==> src/rtl/sfifo_flags_if.sv <==
// Handshake bundle between a producer/consumer and sfifo_flags.
// master drives requests and write data; slave (the FIFO) drives data and status.
interface sfifo_flags_if #(
    parameter int BW     = 8,
    parameter int LGFLEN = 4
);
    logic              i_wr;
    logic [BW-1:0]     i_data;
    logic              i_rd;
    logic              i_clr_err;
    logic [BW-1:0]     o_data;
    logic              o_empty;
    logic              o_full;
    logic [LGFLEN:0]   o_fill;
    logic              o_afull;
    logic              o_aempty;
    logic              o_overflow;
    logic              o_underflow;

    modport master (
        output i_wr, i_data, i_rd, i_clr_err,
        input  o_data, o_empty, o_full, o_fill, o_afull, o_aempty,
               o_overflow, o_underflow
    );

    modport slave (
        input  i_wr, i_data, i_rd, i_clr_err,
        output o_data, o_empty, o_full, o_fill, o_afull, o_aempty,
               o_overflow, o_underflow
    );
endinterface

==> src/rtl/sfifo_flags.sv <==
// Synchronous FIFO with threshold flags, sticky overflow/underflow and FWFT or registered read.
// Latency: flags 1 cycle after the accepting edge; FWFT data 0 cycles, registered data 1 cycle.
// Backpressure: writes while full and reads while empty are dropped and flagged as sticky errors.
module sfifo_flags #(
    parameter int BW         = 8,
    parameter int LGFLEN     = 4,
    parameter bit OPT_FWFT   = 1'b1,
    parameter int AFULL_LVL  = 12,
    parameter int AEMPTY_LVL = 2
) (
    input  logic          i_clk,
    input  logic          i_reset_n,
    sfifo_flags_if.slave  bus
);
    localparam logic [LGFLEN:0] DEPTH = {1'b1, {LGFLEN{1'b0}}};
    localparam logic [LGFLEN:0] AF    = (LGFLEN+1)'(AFULL_LVL);
    localparam logic [LGFLEN:0] AE    = (LGFLEN+1)'(AEMPTY_LVL);

    logic [BW-1:0]   mem [0:(1<<LGFLEN)-1];
    logic [LGFLEN:0] wr_addr, rd_addr, fill;
    logic            wr_acc, rd_acc;
    logic            overflow_q, underflow_q;

    assign fill            = wr_addr - rd_addr;
    assign bus.o_fill      = fill;
    assign bus.o_empty     = (fill == '0);
    assign bus.o_full      = (fill == DEPTH);
    assign bus.o_afull     = (fill >= AF);
    assign bus.o_aempty    = (fill <= AE);
    assign bus.o_overflow  = overflow_q;
    assign bus.o_underflow = underflow_q;

    assign wr_acc = i_reset_n && bus.i_wr && !bus.o_full;
    assign rd_acc = i_reset_n && bus.i_rd && !bus.o_empty;

    always_ff @(posedge i_clk) begin
        if (!i_reset_n) begin
            wr_addr <= '0;
            rd_addr <= '0;
        end else begin
            if (wr_acc) wr_addr <= wr_addr + 1'b1;
            if (rd_acc) rd_addr <= rd_addr + 1'b1;
        end
    end

    // A set event on the same edge takes priority over the clear.
    always_ff @(posedge i_clk) begin
        if (!i_reset_n) begin
            overflow_q  <= 1'b0;
            underflow_q <= 1'b0;
        end else begin
            if (bus.i_wr && bus.o_full)       overflow_q  <= 1'b1;
            else if (bus.i_clr_err)           overflow_q  <= 1'b0;
            if (bus.i_rd && bus.o_empty)      underflow_q <= 1'b1;
            else if (bus.i_clr_err)           underflow_q <= 1'b0;
        end
    end

    // Storage array is left unreset so it maps onto block RAM.
    always_ff @(posedge i_clk) begin
        if (wr_acc) mem[wr_addr[LGFLEN-1:0]] <= bus.i_data;
    end

    generate
        if (OPT_FWFT) begin : g_fwft
            logic [LGFLEN:0] rd_next;
            logic [BW-1:0]   ram_q, byp_dat;
            logic            byp_vld;

            assign rd_next = rd_addr + {{LGFLEN{1'b0}}, rd_acc};

            // Prefetch the next head every cycle; when this edge writes the
            // slot that becomes head, the RAM still returns the old word, so
            // the write data is captured in the bypass register instead.
            always_ff @(posedge i_clk) begin
                if (!i_reset_n) begin
                    ram_q   <= '0;
                    byp_dat <= '0;
                    byp_vld <= 1'b0;
                end else begin
                    ram_q   <= mem[rd_next[LGFLEN-1:0]];
                    byp_dat <= bus.i_data;
                    byp_vld <= wr_acc && (wr_addr == rd_next);
                end
            end

            assign bus.o_data = byp_vld ? byp_dat : ram_q;
        end else begin : g_reg
            logic [BW-1:0] out_q;

            always_ff @(posedge i_clk) begin
                if (!i_reset_n)  out_q <= '0;
                else if (rd_acc) out_q <= mem[rd_addr[LGFLEN-1:0]];
            end

            assign bus.o_data = out_q;
        end
    endgenerate
endmodule
==> src/flat_wrapper.sv <==
// flat-port wrapper written by rule: the top's interface ports become plain ports
module sfifo_flags_flat 
#(
    parameter int BW         = 8,
    parameter int LGFLEN     = 4,
    parameter bit OPT_FWFT   = 1'b1,
    parameter int AFULL_LVL  = 12,
    parameter int AEMPTY_LVL = 2
)
  (i_clk, i_reset_n, bus_i_wr, bus_i_data, bus_i_rd, bus_i_clr_err, bus_o_data, bus_o_empty, bus_o_full, bus_o_fill, bus_o_afull, bus_o_aempty, bus_o_overflow, bus_o_underflow);
  sfifo_flags_if #(.BW(BW), .LGFLEN(LGFLEN)) bus_i ();
  input  logic i_clk;
  input  logic i_reset_n;
  input wire logic [$bits(bus_i.i_wr)-1:0] bus_i_wr;
  input wire logic [$bits(bus_i.i_data)-1:0] bus_i_data;
  input wire logic [$bits(bus_i.i_rd)-1:0] bus_i_rd;
  input wire logic [$bits(bus_i.i_clr_err)-1:0] bus_i_clr_err;
  output wire logic [$bits(bus_i.o_data)-1:0] bus_o_data;
  output wire logic [$bits(bus_i.o_empty)-1:0] bus_o_empty;
  output wire logic [$bits(bus_i.o_full)-1:0] bus_o_full;
  output wire logic [$bits(bus_i.o_fill)-1:0] bus_o_fill;
  output wire logic [$bits(bus_i.o_afull)-1:0] bus_o_afull;
  output wire logic [$bits(bus_i.o_aempty)-1:0] bus_o_aempty;
  output wire logic [$bits(bus_i.o_overflow)-1:0] bus_o_overflow;
  output wire logic [$bits(bus_i.o_underflow)-1:0] bus_o_underflow;
  assign bus_i.i_wr = bus_i_wr;
  assign bus_i.i_data = bus_i_data;
  assign bus_i.i_rd = bus_i_rd;
  assign bus_i.i_clr_err = bus_i_clr_err;
  assign bus_o_data = bus_i.o_data;
  assign bus_o_empty = bus_i.o_empty;
  assign bus_o_full = bus_i.o_full;
  assign bus_o_fill = bus_i.o_fill;
  assign bus_o_afull = bus_i.o_afull;
  assign bus_o_aempty = bus_i.o_aempty;
  assign bus_o_overflow = bus_i.o_overflow;
  assign bus_o_underflow = bus_i.o_underflow;
  sfifo_flags #(.BW(BW), .LGFLEN(LGFLEN), .OPT_FWFT(OPT_FWFT), .AFULL_LVL(AFULL_LVL), .AEMPTY_LVL(AEMPTY_LVL)) u_core (.i_clk(i_clk), .i_reset_n(i_reset_n), .bus(bus_i));
endmodule
==> config.mk <==
export PLATFORM = sky130hd
export DESIGN_NAME = sfifo_flags_flat
export DESIGN_NICKNAME = d
export VERILOG_FILES = /design/src/rtl/sfifo_flags_if.sv /design/src/rtl/sfifo_flags.sv /design/src/flat_wrapper.sv
export SDC_FILE = /design/constraint.sdc
export NUM_CORES = 1
export LEC_CHECK = 0
export ABC_AREA = 1
export CELL_PAD_IN_SITES_DETAIL_PLACEMENT = 0
export CELL_PAD_IN_SITES_GLOBAL_PLACEMENT = 1
export CORE_UTILIZATION = 45
export CTS_CLUSTER_SIZE = 24
export DETAILED_ROUTE_END_ITERATION = 10
export PLACE_DENSITY = 0.79
export SYNTH_ARGS = -nofsm -noshare
export SYNTH_HDL_FRONTEND = slang
export SYNTH_SLANG_ARGS = --single-unit
==> constraint.sdc <==
create_clock -name i_clk -period 4 [get_ports i_clk]
set_clock_uncertainty 0.1 [all_clocks]
set_input_delay 0.8 -clock i_clk [delete_from_list [all_inputs] [get_ports i_clk]]
set_output_delay 0.8 -clock i_clk [all_outputs]
set_load 0.05 [all_outputs]
==> results of run 1 <==
==> cell type report <==
class / count / area [µm²]
Timing Repair Buffer: 50 / 495
Clock buffer: 27 / 546
Inverter: 34 / 135
Clock inverter: 5 / 26.3
Multi-Input combinational cell: 356 / 2020
Fill cell: 1232 / 6710
Sequential cell: 157 / 4420
Tap cell: 184 / 230
==> repair_timing <==
item | CTS | global route
setup endpoints to repair | 2 | 6
hold buffers | 0 | 0
resized for setup | 2 | 4
==> how the worst max path moves through the flow <==
stage | startpoint | end | slack (ns) | cells after the start
after floorplan | u_core.wr_addr[0]$_SDFFE_PN0P_ | u_core.g_fwft.byp_vld$_SDFF_PN0_ | 0.39 | 16
after global placement | u_core.wr_addr[0]$_SDFFE_PN0P_ | u_core.g_fwft.ram_q[5]$_SDFF_PN0_ | 0.33 | 18
after detailed placement | u_core.wr_addr[0]$_SDFFE_PN0P_ | u_core.g_fwft.ram_q[5]$_SDFF_PN0_ | 0.26 | 18
after CTS | u_core.wr_addr[0]$_SDFFE_PN0P_ | bus_o_aempty | 0.03 | 10
after global routing | u_core.wr_addr[0]$_SDFFE_PN0P_ | bus_o_full | 0.006 | 10
final | u_core.wr_addr[0]$_SDFFE_PN0P_ | bus_o_full | 0.21 | 10
==> per-stage QoR <==
stage	instance area [µm²]	hold WS [ns]	cells	util	total power [µW]
after CTS	7860	0.370	813	0.539	6040
after detailed placement	7290	0.362	781	0.500	4530
after global placement	7290	0.357	781	0.500	4500
after floorplan	6750	0.352	577	-	3860
final	7880	0.364	813	0.540	6000
after global routing	7880	0.381	813	0.540	6330
==> power groups by stage <==
stage	Sequential [µW]	Combinational (µW)	Clock, µW
after CTS	1940	2560	1540
after global routing	1950	2770	1610
final	1940	2540	1520
after detailed placement	1970	2560	0
after floorplan	1950	1910	0
after global placement	1970	2530	0
==> synthesized netlist by cell type, drive strengths merged <==
cell and n:
nand4 3, nor2 117, o22ai 2, dfxtp 29
or2 1, xor2 10, nand3b 1, nor3 2
nand2 47, inv 34, o211ai 31, o21ai 84
fa 1, edfxtp 128, mux2 8, buf 20
xnor2 1, o2111ai 1, nand3 20, ha 11
clkbuf 10, a21oi 16
==> state kept, by name, indices dropped and copies added (netlist names) <==
name and cells:
u_core.bus.o_overflow 1, u_core.g_fwft.byp_vld 1, u_core.bus.o_underflow 1, u_core.g_fwft.byp_dat 8, u_core.rd_addr 5, u_core.wr_addr 5
u_core.g_fwft.ram_q 8, u_core.mem 128
==> metal layers <==
metal | global-route usage | routed length [µm]
met1 | 0.275 | 6980
met2 | 0.323 | 7320
met3 | 0.0442 | 633
met4 | 0.0602 | 164
met5 | 0 | 0
==> cells by family after synthesis <==
| family | Yosys count |
|---|---|
| adders and majority gates | 12 |
| muxes | 8 |
| AOI/OAI and AO/OA | 134 |
| and+or+nand+nor | 191 |
| DFF | 157 |
| xor gates and xnor gates | 11 |
| buffers and inverters | 64 |
==> worst max-delay path: cells and delay by family, from the launching register on <==
family	cells	cell delay, ns
fa+ha+maj	2	0.65
buf+inv	3	0.72
flops	1	0.45
simple gates	5	0.65
==> impl_results.md, run 1 <==
* Post-Place Worst Slack at ~0.26 ns
* R2R Path Start: u_core.wr_addr[0]$_SDFFE_PN0P_
* Final Hold Viols at 0
* Crit Path Category: flip-flop to primary output
* First drt pass iteration count at 5
* Setup TNS Final at 0 ns
* Die area at approximately 0.015 mm²
* Syn Nets at 602
* Post-synth top area share at 0.570
* Flop pwr share at 0.323
* Crit path largest cell delay at approximately 0.52 ns
* Pleak at approximately 0.0029 µW
* CTS tree: done
* IO Port Bufs at 31
* Layout cells sized above 1 at 0.140
* Min-delay src: u_core.bus.o_underflow$_SDFFE_PN0P_
* Final setup vio count at 0
* Longest Clk Path Bufs at 2
* Adder-cell share of the synthesized area at 0.0234
* Hold worst-path end: u_core.bus.o_underflow$_SDFFE_PN0P_
* Commonest non-fill, non-tap cell in the layout: edfxtp_1
* Yosys cell types at 36
* CORE AREA at roughly 0.015 mm²
* Synth Area in XOR/XNOR at 0.0154
* Num Clock Sinks at 157
* Worst Setup End Kind: primary output
* Max Fclk at 264 MHz
* Sequential area share after synthesis at 0.657
* CTS Buf Count at 17
* Clk pin slew, worst setup/hold paths at approximately 0.060 ns
* Max VDD drop at ~520 µV
* Syn Std Cell Area at 0.00674 mm²
* DP HPWL at 9660 µm
* Final WS setup at 0.214 ns
* Slowest stage cell, crit path: dlygate4sd2_1
* Slew @ Worst Pin at 0.928 ns
* MaxCap Viol Count at 0
* Diode count at 0
* GR Overflow Total at 0
* Die X-Extent at 124 µm
* CP arrival at roughly 2.9 ns
* Max-slew violation count at 0
* Min cycle time layout at ~3.8 ns
* Dominant cell type by area after synthesis: edfxtp_1
* Power Density at between 700 and 800 mW/mm²
* Initial Utilization at 0.462
* Routed vias/inst at 5.37
* R2r endpoint: u_core.g_fwft.ram_q[5]$_SDFF_PN0_
* Hold WC Path Type: flip-flop to flip-flop
* Final #Nets at between 600 and 700
* Clock Tree Root: clkbuf_16
* Slew headroom at 0.379
* Synth Area in Compound Gates at 0.114
* I/O pin total at 32
* Vias in the first global route at between 4000 and 5000
* Hold Path Cell Cnt at 2
* Die height at approximately 120 µm
* Mux contribution to synthesized area at 0.0134
* DR vias at roughly 4400
* Post-route ant nets at 0
* Core Rows at 44
* CTS H-tree lvls at 4
* Yosys reg bits at between 150 and 200
* Internal at ~3700 µW
* Synth Area in Simple Gates at 0.131
* Placer Congestion at roughly 0.83
* Setup crit start kind: flip-flop
* CP Cell Sequence: inv_1 -> ha_1 -> fa_1 -> nand3b_1 -> nand3_1 -> nand2_4 -> nor2_2 -> nand2_4 -> inv_1 -> dlygate4sd2_1
* Post CTS Setup Buffer Count at 0
* WL/cell at roughly 19 µm
* Unrepaired setup endpoints after global routing: no
* FF-to-FF setup slack at about 0.22 ns
* Final worst-path cycle share at 0.947
* Logic gate share of total power at 0.423
* Final WL at 15100 µm
* Main combinational cell family by area after synthesis: simple AND/OR/NAND/NOR gates
* Tot GR Track Use at 0.202
* Initial antenna violation count at 0
* Average size of a mapped cell at between 10 and 15 µm²
* Initial DRC count at 460
* Gate count of the mapped netlist at between 500 and 600
* Sw Ratio at 0.392
* Commonest cells after routing, fill and taps aside: edfxtp_1, nor2_1, o21ai_0
* Ranking of synthesized cells by area: edfxtp_1, dfxtp_1, nor2_1, o21ai_0, o211ai_1
* First-pass GRT wire length at between 20000 and 25000 µm
* Net Sw Power at around 2400 µW
* Skew-Pair Late Insertion Delay at 0.42 ns
* Status: completed
* Path depth of the worst reg2reg path at 18
* Largest net degree at the start of global routing at 66
* Layout area overhead at 16.9%
* CP Max Fanout at 7
* Critical path data required time at about 3.1 ns
* Synth Warn # at 0
* Clock power frac at 0.254
* Post-route DRC at 0
No activity file was read; power rests on OpenSTA's default activity.
==> inputs of run 2 (changes only) <==
--- a/config.mk
+++ b/config.mk
@@ -8,6 +8,7 @@
 export ABC_AREA = 1
 export CELL_PAD_IN_SITES_DETAIL_PLACEMENT = 0
 export CELL_PAD_IN_SITES_GLOBAL_PLACEMENT = 1
+export CORE_MARGIN = 5
 export CORE_UTILIZATION = 45
 export CTS_CLUSTER_SIZE = 24
 export DETAILED_ROUTE_END_ITERATION = 10
==> run 2 against run 1 <==
Setup slack better by 0.0025 ns. Sequential cell count stayed put. Die area is 13% higher.
==> impl_results.md, run 2 (same netlist as run 1, synthesis figures left out) <==
* WL/cell at ~19 µm
* Slew @ Worst Pin at about 0.85 ns
* MaxCap Viol Count at 0
* Placed insts at between 700 and 800
* Crit path largest cell delay at a little over 0.8 ns
* I/O pin total at 32
* Largest net degree at the start of global routing at 66
* CTS Buf Count at 17
* CP Max Fanout at 7
* Post-route DRC at 0
* Tot GR Track Use at 0.181
* Min-delay src: u_core.bus.o_overflow$_SDFFE_PN0P_
* DR vias at around 4400
* R2r endpoint: u_core.g_fwft.ram_q[4]$_SDFF_PN0_
* Final setup vio count at 0
* First drt pass iteration count at 6
* Area of the multi-input gates at around 0.002 mm²
* Slew headroom at 0.434
* Slowest stage cell, crit path: clkdlybuf4s50_1
* Pleak at roughly 0.0028 µW
* Min cycle time layout at approximately 3.8 ns
* DP HPWL at slightly below 10000 µm
* Longest Clk Path Bufs at 2
* CTS H-tree lvls at 4
* Clock Tree Root: clkbuf_16
* Layout cells sized above 1 at 0.141
* Final WS setup at 0.216 ns
* Hold worst-path end: u_core.bus.o_overflow$_SDFFE_PN0P_
* Vias in the first global route at 4284
* CP arrival at roughly 2.9 ns
* Layout area overhead at 16.7%
* CORE AREA at 0.0146 mm²
* Met1 WL at 6890 µm
* Final worst-path cycle share at 0.946
* Clk pin slew, worst setup/hold paths at 0.06 ns
* Top Layer Used: met5
* Initial Utilization at 0.462
* Final #Nets at between 600 and 700
* First-pass GRT wire length at between 20000 and 25000 µm
* Critical path data required time at ~3.1 ns
* Post-Place Worst Slack at 0.184 ns
* Die area at 0.0175 mm²
* Die X-Extent at between 100 and 150 µm
* Status: completed
* Diode count at 0
* Setup crit start kind: flip-flop
* Hold WC Path Type: flip-flop to flip-flop
* R2R Path Start: u_core.wr_addr[0]$_SDFFE_PN0P_
* Crit Path Category: flip-flop to primary output
* FF-to-FF setup slack at between 0.2 and 0.3 ns
* Max Fclk at about 260 MHz
* Register Area at about 0.0044 mm²
* Num Clock Sinks at ~160
* Commonest non-fill, non-tap cell in the layout: edfxtp_1
* GR Overflow Total at 0
* Final WL at roughly 16000 µm
* Layout Utilization at 0.539
* Final Instance Count excl. Fillers at a little over 800
* Max reg flops at 128
* CP Cell Sequence: inv_1 -> ha_1 -> fa_1 -> nand3b_1 -> nand3_1 -> nand2_4 -> o21ai_1 -> clkdlybuf4s50_1
* Placer Congestion at approximately 0.83
* Max-slew violation count at 0
* Power Density at roughly 770 mW/mm²
* IO Port Bufs at 31
* Max VDD drop at ~520 µV
* Die height at approximately 130 µm
* Fillers at around 1200
* Hold bufs inserted after CTS at 0
* WL met3 at slightly above 900 µm
* Final Hold Viols at 0
* Post-route ant nets at 0
* Hold Path Cell Cnt at 2
* Commonest cells after routing, fill and taps aside: edfxtp_1, nor2_1, o21ai_0
* CTS tree: done
* Core Rows at 44
* Path depth of the worst reg2reg path at 18
* Setup TNS Final at 0 ns
* Worst Setup End Kind: primary output
* Routed vias/inst at approximately 5.4
* Initial DRC count at 317
* Skew-Pair Late Insertion Delay at between 0.4 and 0.5 ns
* Initial antenna violation count at 1
* Met2 Routed Length at between 7000 and 8000 µm
[run 2: power breakdown]
group          internal [µW]  total, µW  leakage, µW  switching [µW]
Sequential              1860       1940      0.00139            76.1
Combinational            901       2660      0.00118            1760
Clock                    876       1480     0.000265             602
[run 2: worst max path at each step]
stage,startpoint,to,slack (ns),cells after the start
6_report,u_core.wr_addr[0]$_SDFFE_PN0P_,bus_o_afull,0.22,8
5_1_grt,u_core.wr_addr[0]$_SDFFE_PN0P_,u_core.g_fwft.ram_q[7]$_SDFF_PN0_,-0.00004,18
4_1_cts,u_core.wr_addr[0]$_SDFFE_PN0P_,bus_o_aempty,0.005,10
3_5_place_dp,u_core.wr_addr[0]$_SDFFE_PN0P_,u_core.g_fwft.ram_q[4]$_SDFF_PN0_,0.18,18
3_3_place_gp,u_core.wr_addr[0]$_SDFFE_PN0P_,u_core.g_fwft.ram_q[4]$_SDFF_PN0_,0.29,18
2_1_floorplan,u_core.wr_addr[0]$_SDFFE_PN0P_,u_core.g_fwft.byp_vld$_SDFF_PN0_,0.39,16
[run 2: what timing repair did]
item	CTS	global route
buffers inserted	0	0
pin swaps	0	1
resized for setup	2	2
endpoints found under the setup margin	2	9
cloned	0	1
[run 2: routing by layer]
| metal | global-route usage | vias to the layer above |
|---|---|---|
| li1 | - | 2119 |
| met1 | 0.245 | 2100 |
| met2 | 0.292 | 117 |
| met3 | 0.0485 | 19 |
| met4 | 0.0475 | 2 |
| met5 | 0 | - |
[run 2: critical path: cells and delay by family (launching register included)]
kind            cells  cell delay [ns]
buf+inv             2             0.92
compound gates      1             0.07
flops               1             0.39
fa+ha+maj           2             0.65
simple gates        3             0.42
[run 2: metrics by stage]
stage / hold WS, ns / area, µm² / power (µW)
after detailed placement: 0.368 / 7290 / 4610
final: 0.375 / 7870 / 6070
after CTS: 0.376 / 7840 / 6070
after floorplan: 0.352 / 6750 / 3860
after global placement: 0.358 / 7290 / 4570
after global routing: 0.414 / 7870 / 6440
[run 2: cell type report]
class                   instances  area share
flip-flops and latches        157       0.563
multi-input cells             356       0.256
repair buffers                 51      0.0655
clock buffers                  26      0.0649
well taps                     184      0.0293
inverters                      34      0.0172
clock inverters                 6     0.00445
==> inputs of run 3 (changes only) <==
--- a/config.mk
+++ b/config.mk
@@ -13,6 +13,7 @@
 export CTS_CLUSTER_SIZE = 24
 export DETAILED_ROUTE_END_ITERATION = 10
 export PLACE_DENSITY = 0.79
+export SKIP_LAST_GASP = 1
 export SYNTH_ARGS = -nofsm -noshare
 export SYNTH_HDL_FRONTEND = slang
 export SYNTH_SLANG_ARGS = --single-unit
==> results of run 3 <==
Same layout as run 2: the final DEF is identical, and so are final timing and power.
